==> src/rtl/wb_pkg.sv <==
// Shared types and widths for the register-file writeback sequencer.
package wb_pkg;
    localparam int XLEN     = 32;
    localparam int REG_AW   = 5;
    localparam int NUM_REGS = 2 ** REG_AW;

    typedef enum logic [1:0] {
        WB_NONE = 2'd0,
        WB_ALU  = 2'd1,
        WB_LOAD = 2'd2
    } wb_src_t;

    typedef struct packed {
        logic [REG_AW-1:0] rd;
        logic [XLEN-1:0]   data;
    } ld_entry_t;
endpackage

==> src/rtl/wb_load_fifo.sv <==
// In-order load-return queue; full/empty distinguished by an extra pointer bit.
module wb_load_fifo
    import wb_pkg::*;
#(
    parameter int DEPTH = 2
) (
    input  logic      clk,
    input  logic      rst_n,
    input  logic      push,
    input  ld_entry_t push_entry,
    input  logic      pop,
    output ld_entry_t head,
    output logic      empty,
    output logic      full
);
    localparam int AW = $clog2(DEPTH);

    logic [AW:0] wr_ptr_q, wr_ptr_d;
    logic [AW:0] rd_ptr_q, rd_ptr_d;
    ld_entry_t   mem_q [DEPTH];
    ld_entry_t   mem_d [DEPTH];
    logic        do_push_s;
    logic        do_pop_s;

    // Occupancy flags and head entry from pointer state.
    always_comb begin
        empty = (wr_ptr_q == rd_ptr_q);
        full  = (wr_ptr_q[AW] != rd_ptr_q[AW]) && (wr_ptr_q[AW-1:0] == rd_ptr_q[AW-1:0]);
        head  = mem_q[rd_ptr_q[AW-1:0]];
    end

    // Next-state for storage and pointers; a push into a full queue needs a same-cycle pop.
    always_comb begin
        do_push_s = push && (!full || pop);
        do_pop_s  = pop && !empty;
        mem_d     = mem_q;
        wr_ptr_d  = wr_ptr_q;
        rd_ptr_d  = rd_ptr_q;
        if (do_push_s) begin
            mem_d[wr_ptr_q[AW-1:0]] = push_entry;
            wr_ptr_d                = wr_ptr_q + (AW+1)'(1);
        end else begin
            wr_ptr_d = wr_ptr_q;
        end
        if (do_pop_s) begin
            rd_ptr_d = rd_ptr_q + (AW+1)'(1);
        end else begin
            rd_ptr_d = rd_ptr_q;
        end
    end

    // Queue state registers.
    always_ff @(posedge clk or negedge rst_n) begin
        if (!rst_n) begin
            wr_ptr_q <= {(AW+1){1'b0}};
            rd_ptr_q <= {(AW+1){1'b0}};
            for (int i = 0; i < DEPTH; i++) begin
                mem_q[i] <= '{rd: {REG_AW{1'b0}}, data: {XLEN{1'b0}}};
            end
        end else begin
            wr_ptr_q <= wr_ptr_d;
            rd_ptr_q <= rd_ptr_d;
            mem_q    <= mem_d;
        end
    end
endmodule

==> src/rtl/wb_protocol_chk.sv <==
// Protocol checker: decode must never send an ALU result to a register awaiting a load.
module wb_protocol_chk
    import wb_pkg::*;
(
    input logic                clk,
    input logic                rst_n,
    input logic                alu_valid,
    input logic [REG_AW-1:0]   alu_rd,
    input logic [NUM_REGS-1:0] busy_mask
);
    // Flags an ALU write that would race an outstanding load to the same register.
    a_alu_to_busy: assert property (@(posedge clk) disable iff (!rst_n)
        (alu_valid && (alu_rd != {REG_AW{1'b0}})) |-> !busy_mask[alu_rd])
        else $error("protocol: ALU write to busy register x%0d", alu_rd);
endmodule

==> src/rtl/regfile_writeback.sv <==
// Writeback arbiter, output registers and pending-load scoreboard.
// Optional stall_cnt port and counter enabled by defining WB_STALL_CNT_EN.
module regfile_writeback
    import wb_pkg::*;
#(
    parameter int LQ_DEPTH = 2
) (
    input  logic                clk,
    input  logic                rst_n,
    input  logic                alu_valid,
    input  logic [REG_AW-1:0]   alu_rd,
    input  logic [XLEN-1:0]     alu_data,
    input  logic                ld_issue,
    input  logic [REG_AW-1:0]   ld_issue_rd,
    input  logic                ld_valid,
    input  logic [REG_AW-1:0]   ld_rd,
    input  logic [XLEN-1:0]     ld_data,
    output logic                ld_ready,
    output logic                wb_we,
    output logic [REG_AW-1:0]   wb_addr,
    output logic [XLEN-1:0]     wb_data,
    output logic [NUM_REGS-1:0] busy_mask
`ifdef WB_STALL_CNT_EN
    ,
    output logic [31:0]         stall_cnt
`endif
);
    logic                wb_we_q, wb_we_d;
    logic [REG_AW-1:0]   wb_addr_q, wb_addr_d;
    logic [XLEN-1:0]     wb_data_q, wb_data_d;
    logic [NUM_REGS-1:0] busy_q, busy_d;
    logic [NUM_REGS-1:0] set_mask_s, clr_mask_s;
    wb_src_t             src_s;
    ld_entry_t           lq_head_s;
    logic                lq_empty_s, lq_full_s, lq_push_s, lq_pop_s;

    wb_load_fifo #(.DEPTH(LQ_DEPTH)) u_lq (
        .clk        (clk),
        .rst_n      (rst_n),
        .push       (lq_push_s),
        .push_entry ('{rd: ld_rd, data: ld_data}),
        .pop        (lq_pop_s),
        .head       (lq_head_s),
        .empty      (lq_empty_s),
        .full       (lq_full_s)
    );

    wb_protocol_chk u_chk (
        .clk       (clk),
        .rst_n     (rst_n),
        .alu_valid (alu_valid),
        .alu_rd    (alu_rd),
        .busy_mask (busy_q)
    );

    // Source selection: a real ALU write beats the queue head; x0 ALU ops let the queue drain.
    always_comb begin
        src_s = WB_NONE;
        if (alu_valid && (alu_rd != {REG_AW{1'b0}})) begin
            src_s = WB_ALU;
        end else if (!lq_empty_s) begin
            src_s = WB_LOAD;
        end else begin
            src_s = WB_NONE;
        end
        lq_pop_s  = (src_s == WB_LOAD);
        lq_push_s = ld_valid && !lq_full_s;
    end

    // Next writeback port values and scoreboard update; issue set beats pop clear.
    always_comb begin
        wb_we_d    = 1'b0;
        wb_addr_d  = wb_addr_q;
        wb_data_d  = wb_data_q;
        clr_mask_s = {NUM_REGS{1'b0}};
        case (src_s)
            WB_ALU: begin
                wb_we_d   = 1'b1;
                wb_addr_d = alu_rd;
                wb_data_d = alu_data;
            end
            WB_LOAD: begin
                if (lq_head_s.rd != {REG_AW{1'b0}}) begin
                    wb_we_d    = 1'b1;
                    wb_addr_d  = lq_head_s.rd;
                    wb_data_d  = lq_head_s.data;
                    clr_mask_s = NUM_REGS'(1) << lq_head_s.rd;
                end else begin
                    wb_we_d = 1'b0;
                end
            end
            WB_NONE: wb_we_d = 1'b0;
            default: wb_we_d = 1'b0;
        endcase
        set_mask_s = (ld_issue && (ld_issue_rd != {REG_AW{1'b0}})) ?
                     (NUM_REGS'(1) << ld_issue_rd) : {NUM_REGS{1'b0}};
        busy_d     = (busy_q & ~clr_mask_s) | set_mask_s;
    end

    // Output and scoreboard registers.
    always_ff @(posedge clk or negedge rst_n) begin
        if (!rst_n) begin
            wb_we_q   <= 1'b0;
            wb_addr_q <= {REG_AW{1'b0}};
            wb_data_q <= {XLEN{1'b0}};
            busy_q    <= {NUM_REGS{1'b0}};
        end else begin
            wb_we_q   <= wb_we_d;
            wb_addr_q <= wb_addr_d;
            wb_data_q <= wb_data_d;
            busy_q    <= busy_d;
        end
    end

    assign ld_ready  = !lq_full_s;
    assign wb_we     = wb_we_q;
    assign wb_addr   = wb_addr_q;
    assign wb_data   = wb_data_q;
    assign busy_mask = busy_q;

`ifdef WB_STALL_CNT_EN
    logic [31:0] stall_cnt_q, stall_cnt_d;

    // Count cycles where an ALU write holds off a waiting load.
    always_comb begin
        stall_cnt_d = ((src_s == WB_ALU) && !lq_empty_s) ? (stall_cnt_q + 32'd1) : stall_cnt_q;
    end

    // Stall counter register.
    always_ff @(posedge clk or negedge rst_n) begin
        if (!rst_n) begin
            stall_cnt_q <= 32'd0;
        end else begin
            stall_cnt_q <= stall_cnt_d;
        end
    end

    assign stall_cnt = stall_cnt_q;
`endif
endmodule

==> config.mk <==
export PLATFORM = sky130hd
export DESIGN_NAME = regfile_writeback
export DESIGN_NICKNAME = d
export VERILOG_FILES = /design/src/rtl/wb_pkg.sv /design/src/rtl/wb_load_fifo.sv /design/src/rtl/wb_protocol_chk.sv /design/src/rtl/regfile_writeback.sv
export SDC_FILE = /design/constraint.sdc
export NUM_CORES = 1
export LEC_CHECK = 0
export BUFFER_PORTS_ARGS = -buffer_cell sky130_fd_sc_hd__buf_2
export CAP_MARGIN = 20
export CORE_ASPECT_RATIO = 1.2
export CORE_MARGIN = 4
export CORE_UTILIZATION = 35
export DETAILED_ROUTE_END_ITERATION = 6
export PLACE_DENSITY_LB_ADDON = 0.3
export SYNTH_ARGS = -nofsm -noshare
export SYNTH_HDL_FRONTEND = slang
export SYNTH_SLANG_ARGS = --single-unit
==> constraint.sdc <==
create_clock -name clk -period 1.64 [get_ports clk]
set_input_delay 0.164 -clock clk [delete_from_list [all_inputs] [get_ports clk]]
set_output_delay 0.164 -clock clk [all_outputs]
set_load 0.02 [all_outputs]
=== Yosys cells after proc, flatten, opt, wreduce, memory -nomap -nowiden ===
Index checks and enable logic that the tools add are counted.

* Register bits: 148
* Input bits: 84
* Output and inout bits: 71
* Word-level logic and storage cells: 60

* $add $sub $neg: 2
* Magnitude comparators: 3
* Equal/unequal tests: 6
* Shift-type cells: 2
* Muxes and demuxes: 17
* Bitwise operators: 5
* Reductions and logical operators: 15

{| class="wikitable"
|+ Operators with widths
! cell !! count
|-
| $mux 37 || 4
|-
| $mux 32 || 4
|-
| $bwmux 74 || 1
|-
| $pmux 32 s2 || 1
|-
| $shl 1x5->32 const A || 2
|-
| $demux 37 s1 || 1
|-
| $and 32x32->32 || 1
|-
| $not 32->32 || 1
|-
| $or 32x32->32 || 1
|-
| $reduce_bool 5->1 || 3
|-
| $pmux 5 s2 || 1
|-
| $logic_and 1x1->1 || 7
|-
| $mux 5 || 1
|-
| $add 2x1->2 const B || 2
|-
| $ge 2x2->1 const B || 2
|-
| $mux 2 || 2
|-
| $not 1->2 || 2
|-
| $eq 2x1->1 const B || 1
|-
| $eq 2x2->1 || 1
|-
| $eq 2x2->1 const B || 1
|-
| $logic_not 1->1 || 2
|-
| $lt 2x1->1 const B || 1
|-
| $ne 2x2->1 const B || 1
|-
| $pmux 1 s2 || 1
|-
| other kinds (6) || 6
|}

=== Longest topological paths before layout ===
* Depth in word-level cells: 10
* Depth in mapped cells: 7
* Gate-level depth less buffers: 5

=== Modules after synthesis ===
Synthesis repeated with hierarchy kept, for this count alone.

* Cells, all modules: 548
* Area total of the unflattened synthesis: 6875.3 um^2

{| class="wikitable"
|+ Modules (own cells, without submodules)
! module !! instances !! cells each !! area each (um^2) !! sequential area each (um^2)
|-
| wb_load_fifo || 1 || 224 || 3578.4 || 1951.9
|-
| regfile_writeback || 1 || 324 || 3296.9 || 1751.7
|}

=== Least setup slack after synthesis ===
No wires, ideal clock.

* Path type: reg2reg
* Start: reg u_lq.rd_ptr_q[0]
* End: reg wb_data_q[10], in the netlist wb_data[10]
* Library setup time: 0.132 ns
* Arrival time: 1.543 ns
* Data required time: 1.508 ns
* Slack: -0.036 ns
* Cell stages (with the launch flop): 7
* Path buffers: 2
* Cells stage by stage: dfrtp_1 buf_4 nor3b_1 o22a_2 buf_4 a2111oi_0 o31ai_1

* Word-level cells in the longest chain between the ends: 7

{| class="wikitable"
|+ RTL lines
! item !! RTL line !! text
|-
| from (decl) || wb_load_fifo.sv:19 || <nowiki>logic [AW:0] rd_ptr_q, rd_ptr_d;</nowiki>
|-
| from (signal assigned) || wb_load_fifo.sv:56 || <nowiki>rd_ptr_q <= {(AW+1){1'b0}};</nowiki>
|-
| from (signal assigned) || wb_load_fifo.sv:62 || <nowiki>rd_ptr_q <= rd_ptr_d;</nowiki>
|-
| $not 1->2 (not written as such) || wb_load_fifo.sv:29 || <nowiki>head = mem_q[rd_ptr_q[AW-1:0]];</nowiki>
|-
| $mux 37 (not written as such) (3 in series) || wb_load_fifo.sv:29 ||
|-
| $reduce_bool 5->1 || regfile_writeback.sv:83 || <nowiki>if (lq_head_s.rd != {REG_AW{1'b0}}) begin</nowiki>
|-
| $ne 2x2->1 (no line) || n/a ||
|-
| $reduce_and 2->1 (no line) || n/a ||
|-
| to (signal assigned) || regfile_writeback.sv:105 || <nowiki>wb_data_q <= {XLEN{1'b0}};</nowiki>
|-
| to (signal assigned) || regfile_writeback.sv:110 || <nowiki>wb_data_q <= wb_data_d;</nowiki>
|-
| to (decl) || regfile_writeback.sv:30 || <nowiki>logic [XLEN-1:0] wb_data_q, wb_data_d;</nowiki>
|}

Parallel ways exist; a longest one is shown, timed or not. The select of a mux whose other input is x is not followed.
A chain may end at the register's enable or synchronous reset.

=== Worst setup path in the final report ===
* Start: reg u_lq.rd_ptr_q[0]
* End: reg wb_addr_q[3], in the netlist wb_addr[3]

* Word-level cells in the longest chain between the ends: 7

{| class="wikitable"
|+ RTL lines
! item !! RTL line !! text
|-
| $not 1->2 (not written as such) || wb_load_fifo.sv:29 ||
|-
| $mux 37 (not written as such) (3 in series) || wb_load_fifo.sv:29 ||
|-
| $reduce_bool 5->1 || regfile_writeback.sv:83 ||
|-
| $ne 2x2->1 (no line) || n/a ||
|-
| $reduce_and 2->1 (no line) || n/a ||
|-
| to (signal assigned) || regfile_writeback.sv:104 || <nowiki>wb_addr_q <= {REG_AW{1'b0}};</nowiki>
|-
| to (signal assigned) || regfile_writeback.sv:109 || <nowiki>wb_addr_q <= wb_addr_d;</nowiki>
|-
| to (decl) || regfile_writeback.sv:29 || <nowiki>logic [REG_AW-1:0] wb_addr_q, wb_addr_d;</nowiki>
|}

Parallel ways exist; a longest one is shown, timed or not. The select of a mux whose other input is x is not followed.

==> metrics.md <==
| Metric | Value |
|---|---|
| I/O pin cnt | `155` |
| Pleak | `0.00522 uW` |
| Top FF cell, synth | `dfrtp_1` |
| Post-synth EDFFs | `0` |
| Hold_sp | `ld_data[20]` |
| Sw frac | `38.6%` |
| Worst setup EP type | `flop` |
| Via count | `6,456` |
| Final setup fails | `139` |
| Non-Filler Instances | `1,231` |
| Num CTS Buffers | `17` |
| Via density | `5.24` |
| Fin. max-slew vios | `0` |
| Initial Util | `35.6%` |
| Seq pwr share | `25.0%` |
| Detail Route Antenna Nets | `0` |
| Highest-count cells in the layout ignoring fill and taps | `buf_2 (152), dfrtp_1 (146), dlygate4sd3_1 (67)` |
| Filler cells | `1,666` |
| Netlist Area Pre-Place | `7240 um2` |
| Gpl congestion | `0.854` |
| RSZ-0062 raised after global routing | `yes` |
| Worst R2R End | `wb_addr[3]$_DFFE_PN0P_` |
| Leading area contributor after synthesis | `dfrtp_1` |
| CP Class | `reg2reg` |
| Critical path peak fanout | `6` |
| Max Clock Freq | `551 MHz` |
| Most common cell after layout, fill and taps aside | `buf_2` |
| Syn_nets | `738` |
| Syn Area/Cell | `11.1 um2` |
| WHS | `0.00929 ns` |
| Total gr overflow | `0` |
| Cell family with most CP delay | `compound AO/OA/AOI/OAI gates` |
| Worst path max stage delay | `0.48 ns` |
| Worst path slowest cell | `dfrtp_2` |
| Sequential share of the synthesized area | `51.1%` |
| Clk pin slew, worst setup/hold paths | `0.06 ns` |
| Standard-cell rows | `57` |
| Total global routing track utilization | `19.1%` |
| Clock Power Share | `15.5%` |
| Top cells by area, synth | `dfrtp_1 (51%), mux2_2 (6.7%), mux2_4 (4.1%)` |
| Layout cells sized above 1 | `46.8%` |
| Worst r2r src | `u_lq.rd_ptr_q[0]$_DFFE_PN0P_` |
| Endpoints failing hold | `0` |
| Core Footprint | `20,300 um2` |
| Port Buffers | `154` |
| PwrDens | `2250 nW/um2` |
| Period utilization | `111%` |
| First-pass GRT wire length | `35.4 mm` |
| Final min period | `1.81 ns` |
| Clock sink count | `148` |
| Outcome | `finished with violations` |
| Longest Clk Path Bufs | `2` |
| DRT Pass-1 Iters | `4` |
| Critical Path Start Type | `flop` |
| Pin count of the biggest net entering global routing | `46` |
| Req. time, crit path | `1.94 ns` |
| Final Skew | `0.0148 ns` |
| Hold Path Sink | `u_lq.mem_q[57]$_DFFE_PN0P_` |
| Clock Latency Late Sink | `0.42 ns` |
| Total length of routed wires | `23.8 mm` |
| Post-synthesis cell type count | `51` |
| Net switching power of the design | `10,100 uW` |
| Failing checks | `negative setup slack` |
| Max-slew headroom | `67.2%` |
| # H-tree levels | `4` |
| Worst path most repeated cell | `clkbuf_16` |
| Final worst slack | `-0.174 ns` |
| DR iter-0 viols | `282` |
| Flop2flop setup slack | `-0.17 ns` |
| Min-Delay Path Class | `in2reg` |
| Initial antenna violation count | `1` |
| Crit path buffers/inverters | `3` |
| Die H | `166 um` |
| Worst reg2reg path depth | `7` |
| CTS tree | `yes` |
| Vias in the first global route | `6,566` |
| YS warnings | `0` |
| Worst hold stages | `2` |
| Layout area overhead | `61.1%` |
| Die ar. | `23,100 um2` |
| Register bit total from synthesis | `148` |
| Worst VDD drop | `0.00148 V` |
| Cell Chain, Critical Path | `buf_6 -> nor4b_4 -> o22a_4 -> clkbuf_16 -> clkbuf_16 -> o211a_1 -> a31o_1` |
| Placed cells | `1,101` |
| Root Buffer Master | `clkbuf_16` |
| Die width | `139 um` |
| Worst slew pin tran | `0.491 ns` |
| Max Cap Viol | `0` |
| Drc violations | `0` |
| Power Total | `26,200 uW` |
| Asr flop ratio synth | `100%` |
| Fin nets | `1,038` |
| Top-area cell type share of the netlist area | `51.1%` |
| DP Wirelength | `14.3 mm` |
| Routed length per placed instance | `19.4 um` |
| Combinational power share | `59.5%` |
| Ant diodes | `0` |
| Cell internal pwr | `16,100 uW` |
| Crit path arrival time | `2.12 ns` |
| Syn Inst Count | `654` |
==> power by group through the flow <==
stage	logic (uW)	registers (uW)	clock network [uW]
5_1_grt	16500	6720	4320
6_report	15600	6560	4050
2_1_floorplan	5700	6700	0
3_5_place_dp	9990	6170	0
4_1_cts	12800	6350	4140
3_3_place_gp	9800	6190	0
==> final cells by class <==
cell class | count | area, um2 | area share [%]
Multi-Input combinational cell | 426 | 4100 | 35.2
Sequential cell | 148 | 3710 | 31.8
Timing Repair Buffer | 325 | 2790 | 23.9
Clock buffer | 20 | 457 | 3.91
Tap cell | 265 | 332 | 2.84
Clock inverter | 11 | 149 | 1.28
Inverter | 36 | 135 | 1.16
==> registers in the layout, indices dropped and copies added, names as in the netlist <==
name,cells
u_lq.mem_q,74
busy_mask,32
wb_data,32
wb_addr,5
u_lq.rd_ptr_q,2
u_lq.wr_ptr_q,2
wb_we,1
==> worst max-delay path by stage <==
stage	start	end	slack (ns)	depth (start not counted)
detailed placement	u_lq.rd_ptr_q[0]$_DFFE_PN0P_	busy_mask[10]$_DFF_PN0_	-0.35	5
global placement	u_lq.rd_ptr_q[0]$_DFFE_PN0P_	busy_mask[26]$_DFF_PN0_	-0.30	5
global route	u_lq.rd_ptr_q[0]$_DFFE_PN0P_	wb_data[0]$_DFFE_PN0P_	-0.25	7
floorplan	u_lq.rd_ptr_q[0]$_DFFE_PN0P_	wb_data[21]$_DFFE_PN0P_	-0.02	6
CTS	u_lq.rd_ptr_q[0]$_DFFE_PN0P_	u_lq.mem_q[52]$_DFFE_PN0P_	-0.21	7
finish	u_lq.rd_ptr_q[0]$_DFFE_PN0P_	wb_addr[3]$_DFFE_PN0P_	-0.17	7
==> metal layers <==
layer	up-vias	track usage (%)	routed length, um
met5	-	0	8
met4	2	5.87	411
met3	37	4.41	1000
met2	180	32.4	12200
met1	3233	24.3	10200
li1	3004	-	-
==> stage by stage <==
stage                     worst slack [ns]  instance area (um2)  utilization (%)  setup TNS [ns]
after CTS                           -0.209                10800             53.1          -17.73
final                               -0.174                11700             57.4          -14.28
after floorplan                    -0.0168                 7280                -          -0.782
after global routing                -0.251                11700             57.4          -23.84
after global placement              -0.302                 8770             43.2          -18.21
after detailed placement            -0.350                 8770             43.2          -21.35
==> kinds of logic (layout without fill, tap and decap cells) <==
group	Yosys count	after routing	synth area share, %
compound gates	200	200	18.6
flops	148	148	51.1
simple gates	143	144	10.3
buf+inv	81	392	6.25
mux	76	76	12.9
xor+xnor	6	6	0.829
==> cells in the mapped netlist (2+ instances only) <==
master,number
a2111oi_0,32
a21oi_1,47
a31oi_1,2
a32oi_1,2
and3_1,4
and3b_1,2
buf_1,2
buf_2,9
buf_4,6
buf_6,15
clkbuf_1,11
clkbuf_2,2
dfrtp_1,148
inv_1,36
mux2_1,13
mux2_2,43
mux2_4,20
nand2_1,61
nand2b_1,2
nand3_1,9
nor2_1,12
nor2b_1,38
nor3_1,3
nor3b_1,3
o211ai_1,33
o21ai_0,35
o21ai_1,3
o2bb2ai_1,2
o31ai_1,33
o41ai_1,2
xnor2_1,4
==> timing repair <==
item / 4_1_cts / 5_1_grt
resized for setup: 101 / 114
endpoints found under the hold margin: 137 / 0
hold buffers: 67 / 0
cloned: 3 / 12
pin swaps: 3 / 40
setup buffers: 11 / 10
setup endpoints to repair: 138 / 146
(Power assumes the default switching activity.)
